--- config.mk ---
export PLATFORM = sky130hd
export DESIGN_NAME = bbq_op_router_flat
export DESIGN_NICKNAME = d
export VERILOG_FILES = /design/src/rtl/bbq_op_router_pkg.sv /design/src/rtl/bbq_op_router_if.sv /design/src/rtl/bbq_router_slot.sv /design/src/rtl/bbq_op_router.sv /design/src/flat_wrapper.sv
export SDC_FILE = /design/constraint.sdc
export NUM_CORES = 1
export LEC_CHECK = 0
export ABC_CLOCK_PERIOD_IN_PS = 3300
export CORE_MARGIN = 5
export CORE_UTILIZATION = 49
export CTS_BUF_LIST = sky130_fd_sc_hd__clkbuf_16
export DETAILED_ROUTE_END_ITERATION = 6
export PLACE_DENSITY = 0.93
export REMOVE_ABC_BUFFERS = 1
export SLEW_MARGIN = 30
export SYNTH_ARGS = -nofsm -noshare
export SYNTH_HDL_FRONTEND = slang
export SYNTH_HIERARCHICAL = 1
export SYNTH_SLANG_ARGS = --single-unit
--- constraint.sdc ---
create_clock -name clk -period 3.3 [get_ports clk]
set_input_delay 0.66 -clock clk [delete_from_list [all_inputs] [get_ports clk]]
set_output_delay 0.66 -clock clk [all_outputs]
set_load 0.1 [all_outputs]
--- src/rtl/bbq_op_router_pkg.sv ---
// Shared heap operation types for the BBQ router slice.
// BBQ_STAT_W sizes the optional per-channel handoff counters (BBQ_ROUTER_STATS_EN).
package heap_ops;

    typedef enum logic {
        HEAP_OP_ENQUE     = 1'b0,
        HEAP_OP_DEQUE_MAX = 1'b1
    } heap_op_t;

    localparam int unsigned BBQ_STAT_W = 16;

endpackage

--- src/rtl/bbq_op_router_if.sv ---
// Front-end / heap-side bundle of the BBQ op router.
// slave = router side, master = front-end plus heap instances.
interface bbq_op_router_if
    import heap_ops::*;
#(
    parameter int unsigned DWIDTH      = 32,
    parameter int unsigned PRIOR_WIDTH = 6,
    parameter int unsigned NUM_CH      = 2
) ();
    localparam int unsigned CH_IDX_W = $clog2(NUM_CH);

    logic                   in_enq_valid;
    logic                   in_enq_ready;
    logic [DWIDTH-1:0]      in_data;
    logic [PRIOR_WIDTH-1:0] in_prior;
    logic                   in_deq_valid;
    logic                   in_deq_ready;
    logic [CH_IDX_W-1:0]    deq_ptr;
    logic [NUM_CH-1:0]      out_valid;
    logic [NUM_CH-1:0]      out_ready;
    heap_op_t               out_op_type     [NUM_CH];
    logic [DWIDTH-1:0]      out_he_data     [NUM_CH];
    logic [PRIOR_WIDTH-1:0] out_he_priority [NUM_CH];

    modport slave (
        input  in_enq_valid, in_data, in_prior, in_deq_valid, out_ready,
        output in_enq_ready, in_deq_ready, deq_ptr,
               out_valid, out_op_type, out_he_data, out_he_priority
    );

    modport master (
        output in_enq_valid, in_data, in_prior, in_deq_valid, out_ready,
        input  in_enq_ready, in_deq_ready, deq_ptr,
               out_valid, out_op_type, out_he_data, out_he_priority
    );

endinterface

--- src/rtl/bbq_router_slot.sv ---
// One-entry registered output slot with valid/ready handshake.
// The parent only asserts load_i when free_o is high.
module bbq_router_slot
    import heap_ops::*;
#(
    parameter int unsigned DWIDTH      = 32,
    parameter int unsigned PRIOR_WIDTH = 6
) (
    input  logic                   clk_i,
    input  logic                   rst_i,
    input  logic                   load_i,
    input  heap_op_t               op_i,
    input  logic [DWIDTH-1:0]      data_i,
    input  logic [PRIOR_WIDTH-1:0] prio_i,
    input  logic                   ready_i,
    output logic                   free_o,
    output logic                   valid_o,
    output heap_op_t               op_o,
    output logic [DWIDTH-1:0]      data_o,
    output logic [PRIOR_WIDTH-1:0] prio_o
);
    logic                   valid_q, valid_d;
    heap_op_t               op_q, op_d;
    logic [DWIDTH-1:0]      data_q, data_d;
    logic [PRIOR_WIDTH-1:0] prio_q, prio_d;

    // Draining and refilling in the same cycle keeps the slot full.
    assign free_o = !valid_q || ready_i;

    always_comb begin
        valid_d = valid_q;
        op_d    = op_q;
        data_d  = data_q;
        prio_d  = prio_q;
        if (load_i) begin
            valid_d = 1'b1;
            op_d    = op_i;
            data_d  = data_i;
            prio_d  = prio_i;
        end else if (ready_i) begin
            valid_d = 1'b0;
        end
    end

    always_ff @(posedge clk_i) begin
        if (rst_i) begin
            valid_q <= 1'b0;
            op_q    <= HEAP_OP_ENQUE;
            data_q  <= '0;
            prio_q  <= '0;
        end else begin
            valid_q <= valid_d;
            op_q    <= op_d;
            data_q  <= data_d;
            prio_q  <= prio_d;
        end
    end

    assign valid_o = valid_q;
    assign op_o    = op_q;
    assign data_o  = data_q;
    assign prio_o  = prio_q;

endmodule

--- src/rtl/bbq_op_router.sv ---
// Routes one enqueue and one deque-max per cycle across NUM_CH heap channels.
// Optional BBQ_ROUTER_STATS_EN adds saturating per-channel handoff counters.
module bbq_op_router
    import heap_ops::*;
#(
    parameter int unsigned DWIDTH      = 32,
    parameter int unsigned PRIOR_WIDTH = 6,
    parameter int unsigned NUM_CH      = 2
) (
    input  logic           clk,
    input  logic           rst,
    bbq_op_router_if.slave bus
`ifdef BBQ_ROUTER_STATS_EN
    ,
    output logic [BBQ_STAT_W-1:0] stat_enq_cnt [NUM_CH],
    output logic [BBQ_STAT_W-1:0] stat_deq_cnt [NUM_CH]
`endif
);
    localparam int unsigned CH_IDX_W = $clog2(NUM_CH);

    logic [CH_IDX_W-1:0]    deq_ptr_q, deq_ptr_d;
    logic [CH_IDX_W-1:0]    enq_ch;
    logic [NUM_CH-1:0]      slot_free;
    logic [NUM_CH-1:0]      slot_valid;
    heap_op_t               slot_op   [NUM_CH];
    logic [DWIDTH-1:0]      slot_data [NUM_CH];
    logic [PRIOR_WIDTH-1:0] slot_prio [NUM_CH];
    logic                   deq_ready, enq_ready;
    logic                   deq_acc, enq_acc;

    // The enq channel is always the one after the deq channel, so they never collide.
    assign enq_ch = (deq_ptr_q == CH_IDX_W'(NUM_CH - 1)) ? '0 : deq_ptr_q + CH_IDX_W'(1);

    assign deq_ready = slot_free[deq_ptr_q];
    assign enq_ready = slot_free[enq_ch];
    assign deq_acc   = bus.in_deq_valid & deq_ready;
    assign enq_acc   = bus.in_enq_valid & enq_ready;
    assign deq_ptr_d = deq_acc ? enq_ch : deq_ptr_q;

    always_ff @(posedge clk) begin
        if (rst) begin
            deq_ptr_q <= '0;
        end else begin
            deq_ptr_q <= deq_ptr_d;
        end
    end

    for (genvar c = 0; c < NUM_CH; c++) begin : g_ch
        localparam logic [CH_IDX_W-1:0] CH = CH_IDX_W'(c);
        logic is_deq, is_enq;

        assign is_deq = deq_acc && (deq_ptr_q == CH);
        assign is_enq = enq_acc && (enq_ch == CH);

        bbq_router_slot #(
            .DWIDTH      (DWIDTH),
            .PRIOR_WIDTH (PRIOR_WIDTH)
        ) u_slot (
            .clk_i   (clk),
            .rst_i   (rst),
            .load_i  (is_deq | is_enq),
            .op_i    (is_deq ? HEAP_OP_DEQUE_MAX : HEAP_OP_ENQUE),
            .data_i  (is_deq ? '0 : bus.in_data),
            .prio_i  (is_deq ? '0 : bus.in_prior),
            .ready_i (bus.out_ready[c]),
            .free_o  (slot_free[c]),
            .valid_o (slot_valid[c]),
            .op_o    (slot_op[c]),
            .data_o  (slot_data[c]),
            .prio_o  (slot_prio[c])
        );
    end

    assign bus.in_deq_ready    = deq_ready;
    assign bus.in_enq_ready    = enq_ready;
    assign bus.deq_ptr         = deq_ptr_q;
    assign bus.out_valid       = slot_valid;
    assign bus.out_op_type     = slot_op;
    assign bus.out_he_data     = slot_data;
    assign bus.out_he_priority = slot_prio;

`ifdef BBQ_ROUTER_STATS_EN
    logic [BBQ_STAT_W-1:0] stat_enq_q [NUM_CH];
    logic [BBQ_STAT_W-1:0] stat_deq_q [NUM_CH];

    always_ff @(posedge clk) begin
        if (rst) begin
            for (int unsigned c = 0; c < NUM_CH; c++) begin
                stat_enq_q[c] <= '0;
                stat_deq_q[c] <= '0;
            end
        end else begin
            for (int unsigned c = 0; c < NUM_CH; c++) begin
                if (slot_valid[c] && bus.out_ready[c]) begin
                    if (slot_op[c] == HEAP_OP_DEQUE_MAX) begin
                        if (stat_deq_q[c] != '1) stat_deq_q[c] <= stat_deq_q[c] + BBQ_STAT_W'(1);
                    end else begin
                        if (stat_enq_q[c] != '1) stat_enq_q[c] <= stat_enq_q[c] + BBQ_STAT_W'(1);
                    end
                end
            end
        end
    end

    assign stat_enq_cnt = stat_enq_q;
    assign stat_deq_cnt = stat_deq_q;
`endif

endmodule

--- src/flat_wrapper.sv ---
// flat-port wrapper written by rule: the top's interface ports become plain ports
module bbq_op_router_flat import heap_ops::*;
#(
    parameter int unsigned DWIDTH      = 32,
    parameter int unsigned PRIOR_WIDTH = 6,
    parameter int unsigned NUM_CH      = 2
)
  (clk, rst, bus_in_enq_valid, bus_in_data, bus_in_prior, bus_in_deq_valid, bus_out_ready, bus_in_enq_ready, bus_in_deq_ready, bus_deq_ptr, bus_out_valid, bus_out_op_type, bus_out_he_data, bus_out_he_priority);
  bbq_op_router_if #(.DWIDTH(DWIDTH), .PRIOR_WIDTH(PRIOR_WIDTH), .NUM_CH(NUM_CH)) bus_i ();
  input  logic clk;
  input  logic rst;
  input wire logic [$bits(bus_i.in_enq_valid)-1:0] bus_in_enq_valid;
  input wire logic [$bits(bus_i.in_data)-1:0] bus_in_data;
  input wire logic [$bits(bus_i.in_prior)-1:0] bus_in_prior;
  input wire logic [$bits(bus_i.in_deq_valid)-1:0] bus_in_deq_valid;
  input wire logic [$bits(bus_i.out_ready)-1:0] bus_out_ready;
  output wire logic [$bits(bus_i.in_enq_ready)-1:0] bus_in_enq_ready;
  output wire logic [$bits(bus_i.in_deq_ready)-1:0] bus_in_deq_ready;
  output wire logic [$bits(bus_i.deq_ptr)-1:0] bus_deq_ptr;
  output wire logic [$bits(bus_i.out_valid)-1:0] bus_out_valid;
  output wire logic [$bits(bus_i.out_op_type)-1:0] bus_out_op_type;
  output wire logic [$bits(bus_i.out_he_data)-1:0] bus_out_he_data;
  output wire logic [$bits(bus_i.out_he_priority)-1:0] bus_out_he_priority;
  assign bus_i.in_enq_valid = bus_in_enq_valid;
  assign bus_i.in_data = bus_in_data;
  assign bus_i.in_prior = bus_in_prior;
  assign bus_i.in_deq_valid = bus_in_deq_valid;
  assign bus_i.out_ready = bus_out_ready;
  assign bus_in_enq_ready = bus_i.in_enq_ready;
  assign bus_in_deq_ready = bus_i.in_deq_ready;
  assign bus_deq_ptr = bus_i.deq_ptr;
  assign bus_out_valid = bus_i.out_valid;
  assign bus_out_op_type = {>>{bus_i.out_op_type}};
  assign bus_out_he_data = {>>{bus_i.out_he_data}};
  assign bus_out_he_priority = {>>{bus_i.out_he_priority}};
  bbq_op_router #(.DWIDTH(DWIDTH), .PRIOR_WIDTH(PRIOR_WIDTH), .NUM_CH(NUM_CH)) u_core (.clk(clk), .rst(rst), .bus(bus_i));
endmodule
==> metrics.cfg, run 1 <==
[finish]
fillerInstances = 576
finalNetCount = 515
post_route_cells_drive_above_1_share = 0.2668
synthToLayoutAreaGrowth_pct = 36.30
register_area_um2 = 1622
multiInputGateArea_um2 = 1723
finish.instance_area_um2 = 4928
antenna-diode-count = 0

[cts]
post-cts-setup-buffer-count = 0
clock_sink_count = 81
ctsHtreeMaxLevel = 3
cts-buffers-inserted = 9
cts_tree = done
hold_buffers = 0
clk-insertion-delay-late_ns = 0.32
clk_transition_reported_paths_ns = 0.06
cts_resized = 0
cts_root_buffer = clkbuf_16
cts_max_path_buffers = 2

[place]
buffer_ports.inserted = 126
pre_cts_ws_ns = 0.5219
dpl_cell_area_um2 = 4617
globalplace.congestion = 0.7339
hpwl_mm = 5.878

[synth]
ys.flop_type = dfxtp_1
synth_compound_area_frac = 0.006920
register_bit_count_reported_by_yosys = 81
post_synth_inst_count = 358
synth_sequential_area_ratio = 0.4484
yosys.area.top_type_share = 0.4484
synthMuxAreaShare = 0.2277
yosysUniqueCellTypes = 20
synthXorXnorAreaFrac = 0
post_synth_and_or_nand_nor_area_fraction = 0.2377
synth.cells.most_frequent = dfxtp_1, mux2i_1, nor2_1
synth_warnings = 6
synth_top_area_cell = dfxtp_1
synth_area_per_cell_um2 = 10.10
synth-edff-count = 0
syn_area_um2 = 3616
largest_cells_by_area_after_synthesis = dfxtp_1, mux2i_1, and2_1
post_synth_fa_ha_maj_area_fraction = 0
synth.most_common_cell = dfxtp_1
async_flop_share = 0
dominant_combinational_cell_family_by_area_after_synthesis = simple AND/OR/NAND/NOR gates

[timing]
min_period_over_period = 0.7467
timing.clock.skew_ns = 0.006556
period_minus_slack_ns = 2.464
clock.fmax_mhz = 405.8
finalMaxSlewViolations = 0
worstMarginPinSlew_ns = 0.7611
final-setup-viol-count = 0
final_hold_violations = 0
setup_ws_ns = 0.8359
rsz0062_at_grt = false
maxSlewHeadroom = 0.4926

[floorplan]
core_region_area_um2 = 7214
die-area_um2 = 9198
initial_core_util = 0.5012
std_cell_rows = 31
die-width_um = 95.91
dieHeight_um = 95.91
i_o_pins = 127

[pwr]
ir_drop_v = 0.0003132
p_leak_uw = 0.002317
power_density_nw_per_um2 = 645.1

[hold_path]
class_of_the_most_critical_hold_timing_path = reg2reg

[global_route]
grt_util_all_layers = 0.1895
grt_first_pass_wirelength_mm = 13.65
grt_pass1_vias = 2747
antenna_found_initial = 0
grt_overflow_total = 0
largest_net_degree_at_the_start_of_global_routing = 42

[worst_setup_path]
setup.worst_path.start_class = primary input
category_of_the_critical_setup_timing_path = in2out
endpoint_kind = output port
worstPathArrival_ns = 1.80
timing.critical_path.fanout_max = 6
worstPathRequired_ns = 2.64

[route]
drt_iter0_markers = 104
drt-total-wl_mm = 8.685
route.detailed.wl_per_inst_um = 15.10
detailed_router_iteration_count_before_antenna_repair = 4
via_per_inst = 4.856
residual_drc = 0
ant_nets = 0
vias_after_detailed_routing = 2792

[run_status]
status = finished, final reports clean

[job]
total_of_max_cap_violations = 0

## worst max-delay path, stage by stage
cell and delay (ns):
clkdlybuf4s50_1 0.39, nand2b_1 0.24, mux2_2 0.34, buf_12 0.17
## placed cells by master (no fill, tap or decap), types with 2 or more instances in the layout
cell             instances
buf_4                   81
dfxtp_1                 81
mux2i_1                 80
nor2_1                  78
and2_1                  57
clkdlybuf4s50_1         42
and2_4                  10
clkbuf_16                9
and2_2                   9
inv_1                    5
buf_12                   5
a21oi_1                  3
bufinv_16                2
clkinv_2                 2
mux2_2                   2
nor2b_4                  2
nand2b_1                 2
## routing by layer
layer | GRT usage | wire [um]
met5 | 0 | 0
met4 | 0.04976 | 27
met3 | 0.06020 | 555
met2 | 0.3289 | 4344
met1 | 0.2257 | 3758
## worst paths after layout
| kind | from | end | slack [ns] | depth (start not counted) |
|---|---|---|---|---|
| min reg2reg | u_core/g_ch[1].u_slot/data_o[2] | u_core/g_ch[1].u_slot/data_o[2] | 0.50 | 2 |
| max | bus_out_ready[1] | bus_in_enq_ready | 0.84 | 4 |
| max reg2reg | u_core/bus.deq_ptr | u_core/g_ch[1].u_slot/data_o[26] | 1.33 | 4 |
| min | u_core/g_ch[1].u_slot/data_o[2] | u_core/g_ch[1].u_slot/data_o[2] | 0.50 | 2 |
## registers in the layout (all words and copies together) (netlist names)
| name | count |
|---|---|
| u_core/g_ch.u_slot/op_o | 2 |
| u_core/g_ch.u_slot/valid_o | 2 |
| u_core/g_ch.u_slot/data_o | 64 |
| u_core/bus.deq_ptr | 1 |
| u_core/g_ch.u_slot/prio_o | 12 |
## logic make-up (layout without fill, tap and decap cells)
| kind of cell | count (synthesis) | count (layout) |
|---|---|---|
| mux | 82 | 82 |
| compound gates | 4 | 4 |
| simple gates | 160 | 160 |
| buf+inv | 31 | 149 |
| flops | 81 | 81 |
## power breakdown
part           total [uW]  internal (uW)  leakage (uW)  switching, uW
logic                1050            297       0.00149            755
clock network        1030            655      0.000158            375
registers            1100           1050      0.000665           44.3
## final cells by class
cell class | count | share of cell area
Clock buffer | 9 | 0.04570
Clock inverter | 7 | 0.01752
Multi-Input combinational cell | 246 | 0.3496
Timing Repair Buffer | 129 | 0.2300
Tap cell | 99 | 0.02513
Sequential cell | 81 | 0.3290
Inverter | 4 | 0.003046
## metrics by stage
step                TNS [ns]  total power [uW]  cells  utilization  hold slack, ns
finish                     0              3179    575       0.6831          0.4977
global route               0              3299    575       0.6831          0.5209
CTS                        0              3204    575       0.6831          0.5030
detailed placement         0              2170    559       0.6400          0.4861
global placement           0              2151    559       0.6400          0.4754
floorplan             -78.50              1917    331            -          0.7291
Note: power is estimated with default switching activity, not from simulation.
==> inputs of run 2 (changes only) <==
- ABC_CLOCK_PERIOD_IN_PS: 3300 -> 2050
- CORE_UTILIZATION: 49 -> 41
- PLACE_DENSITY: 0.93 -> 0.84
- clock period: 3.3 -> 2.05 ns (I/O delays scaled with it)
==> run 2 against run 1 <==
Net effect: total power grew 67%; final cell count grew 2.6%; non-clock buffer count grew 6; flip-flop and latch count is the same; sequential power grew 61%; clock-buffer cell count is the same; combinational power grew 64%; hold slack lost 0.0036 ns; setup slack lost 0.75 ns; global-route usage shrank 3.0 points; die area grew 17%.
==> metrics.cfg, run 2 (synthesis results as in run 1) <==
[timing]
holdWs_ns = 0.4941  ; -0.003607 ns
finalMaxSlewViolations = 0  ; unchanged
rsz0062_at_grt = false
period_minus_slack_ns = 1.964
min_period_over_period = 0.9579
timing.clock.skew_ns = 0.004524  ; -0.002032 ns
maxSlewHeadroom = 0.7316  ; +0.2389
clock.fmax_mhz = 509.2
final-setup-viol-count = 0  ; unchanged
final_hold_violations = 0  ; unchanged
setup_tns_ns = 0  ; unchanged
worstMarginPinSlew_ns = 0.4021  ; -0.3590 ns

[worst_setup_path]
r2r_cells = 5  ; +1
worstPathRequired_ns = 1.64  ; -1.00 ns
cpMaxStageDelayCell = clkdlybuf4s50_1
endpoint_kind = output port
category_of_the_critical_setup_timing_path = in2out
path_cells = clkdlybuf4s50_1, nand2b_1, mux2_2, buf_12
timing.critical_path.fanout_max = 6  ; unchanged
critical_path_buf_inv_count = 2  ; unchanged
worstPathArrival_ns = 1.55  ; -0.25 ns
r2r-start = u_core/bus.deq_ptr
delay_heaviest_family_cp = buffers and inverters
max_stage_delay_ns = 0.39  ; about the same
timing.reg2reg.setup_slack_ns = 0.45  ; -0.88 ns
setup.worst_path.start_class = primary input
critical_path.reg2reg.endpoint = u_core/g_ch[1].u_slot/data_o[13]

[global_route]
grt_util_all_layers = 0.1591  ; -0.03046
largest_net_degree_at_the_start_of_global_routing = 82  ; +95%
grt_pass1_vias = 2919  ; +6.3%
grt_overflow_total = 0  ; unchanged
grt_first_pass_wirelength_mm = 14.29  ; +4.7%
antenna_found_initial = 0  ; unchanged

[pwr]
p_leak_uw = 0.002368  ; +2.2%
combPwrFrac = 0.325  ; -0.006
power.sequential.fraction = 0.333  ; -0.012
power_frac_clock = 0.342  ; +0.018
switching_share = 0.3606  ; -0.008648
switching_power_uw = 1912  ; +63%
power_density_nw_per_um2 = 1047  ; +62%
ir_drop_v = 0.0005104  ; +63%
total_power_uw = 5303  ; +67%
internal_power_uw = 3391  ; +69%

[cts]
cts-buffers-inserted = 9  ; unchanged
hold_buffers = 0  ; unchanged
cts_max_path_buffers = 2  ; unchanged
cts_tree = done
cts_resized = 0  ; unchanged
cts_root_buffer = clkbuf_16
clock_sink_count = 81  ; unchanged
clk-insertion-delay-late_ns = 0.33  ; about the same
post-cts-setup-buffer-count = 0  ; unchanged
ctsHtreeMaxLevel = 3  ; unchanged
clk_transition_reported_paths_ns = 0.06  ; about the same

[place]
buffer_ports.inserted = 126  ; unchanged
hpwl_mm = 6.112  ; +4.0%
globalplace.congestion = 0.7662  ; +4.4%
placed_cells_incl_taps = 574  ; +2.7%
dpl_cell_area_um2 = 4723  ; +2.3%

[route]
detailed_router_iteration_count_before_antenna_repair = 4  ; unchanged
vias_after_detailed_routing = 2806  ; +0.50%
drt_iter0_markers = 72  ; -31%
residual_drc = 0  ; unchanged
via_per_inst = 4.756  ; -2.1%
ant_nets = 0  ; unchanged
route.detailed.wl_per_inst_um = 14.64  ; -3.1%
drt-total-wl_mm = 8.636  ; -0.56%

[floorplan]
core_region_area_um2 = 8678  ; +20%
die-area_um2 = 10800  ; +17%
die-width_um = 103.9  ; +8.3%
i_o_pins = 127  ; unchanged
dieHeight_um = 103.9  ; +8.3%
initial_core_util = 0.4167  ; -0.08455
std_cell_rows = 34  ; +9.7%

[job]
total_of_max_cap_violations = 0  ; unchanged

[finish]
most-common-layout-cells = buf_4, dfxtp_1, mux2i_1
antenna-diode-count = 0  ; unchanged
synthToLayoutAreaGrowth_pct = 40.14
most_common_cell_after_layout_fill_and_taps_aside = buf_4
fillerInstances = 768  ; +33%
largest_register_ff_count = 64  ; unchanged
finish.instance_area_um2 = 5067  ; +2.8%
post_route_cells_drive_above_1_share = 0.2780  ; +0.01120
instances_no_fill = 590  ; +2.6%
finalNetCount = 521  ; +1.2%

[hold_path]
worstHoldPathCells = 2  ; unchanged
min_from = u_core/g_ch[1].u_slot/prio_o[3]
holdPathEnd = u_core/g_ch[1].u_slot/prio_o[3]
class_of_the_most_critical_hold_timing_path = reg2reg

[run_status]
status = finished, final reports clean

[run 2: cell count changes in the layout (fill, tap and decap cells not counted)]
| cell | previous run | this run |
|---|---|---|
| buf_4 | 81 | 83 |
| bufinv_16 | 2 | 3 |
| clkinvlp_4 | 0 | 1 |
| clkinv_2 | 2 | 0 |
| inv_1 | 5 | 4 |
| clkinv_4 | 1 | 2 |
| buf_12 | 5 | 9 |
[run 2: cell type report]
cell class	instances	area [um2]	area share
Clock inverter	7	118.9	0.02346
Tap cell	108	135.1	0.02667
Multi-Input combinational cell	246	1723	0.3400
Clock buffer	9	225.2	0.04444
Sequential cell	81	1622	0.3200
Inverter	4	15.01	0.002963
Timing Repair Buffer	135	1229	0.2425
[run 2: worst reg2reg max path: cells and delay by family (launching register included)]
family / cells / cell delay (ns)
buffers and inverters: 1 / 0.22
muxes: 2 / 0.45
and+or+nand+nor: 2 / 0.26
DFF: 1 / 0.56
[run 2: power groups by stage]
| stage | Combinational, uW | Clock, uW | Sequential, uW |
|---|---|---|---|
| 2_1_floorplan | 445 | 0 | 2640 |
| 3_3_place_gp | 1710 | 0 | 1800 |
| 3_5_place_dp | 1730 | 0 | 1800 |
| 4_1_cts | 1730 | 1870 | 1770 |
| 5_1_grt | 1800 | 1940 | 1780 |
| 6_report | 1720 | 1810 | 1770 |
[run 2: worst max-delay path by stage]
stage,start,to,depth (start not counted)
after floorplan,u_core/bus.deq_ptr,u_core/g_ch[0].u_slot/data_o[0],4
after global placement,bus_out_ready[1],u_core/g_ch[1].u_slot/data_o[6],6
after detailed placement,bus_out_ready[1],u_core/g_ch[1].u_slot/data_o[8],6
after CTS,bus_out_ready[1],bus_in_deq_ready,4
after global routing,bus_out_ready[1],bus_in_deq_ready,4
final,bus_out_ready[1],bus_in_deq_ready,4
[run 2: layer usage]
layer  part of all wire  vias to the layer above  global-route usage
met2               0.50                       84              0.2778
li1                   -                     1389                   -
met3              0.063                        8             0.05462
met1               0.43                     1325              0.1853
met4             0.0090                        0             0.04163
met5                  0                        -                   0
[run 2: stage by stage]
step                      setup WS [ns]    util
after floorplan                  -2.235       -
after global placement          0.09701  0.5443
after detailed placement        0.04169  0.5443
after CTS                       0.07960  0.5839
after global routing            0.01883  0.5839
final                           0.08632  0.5839
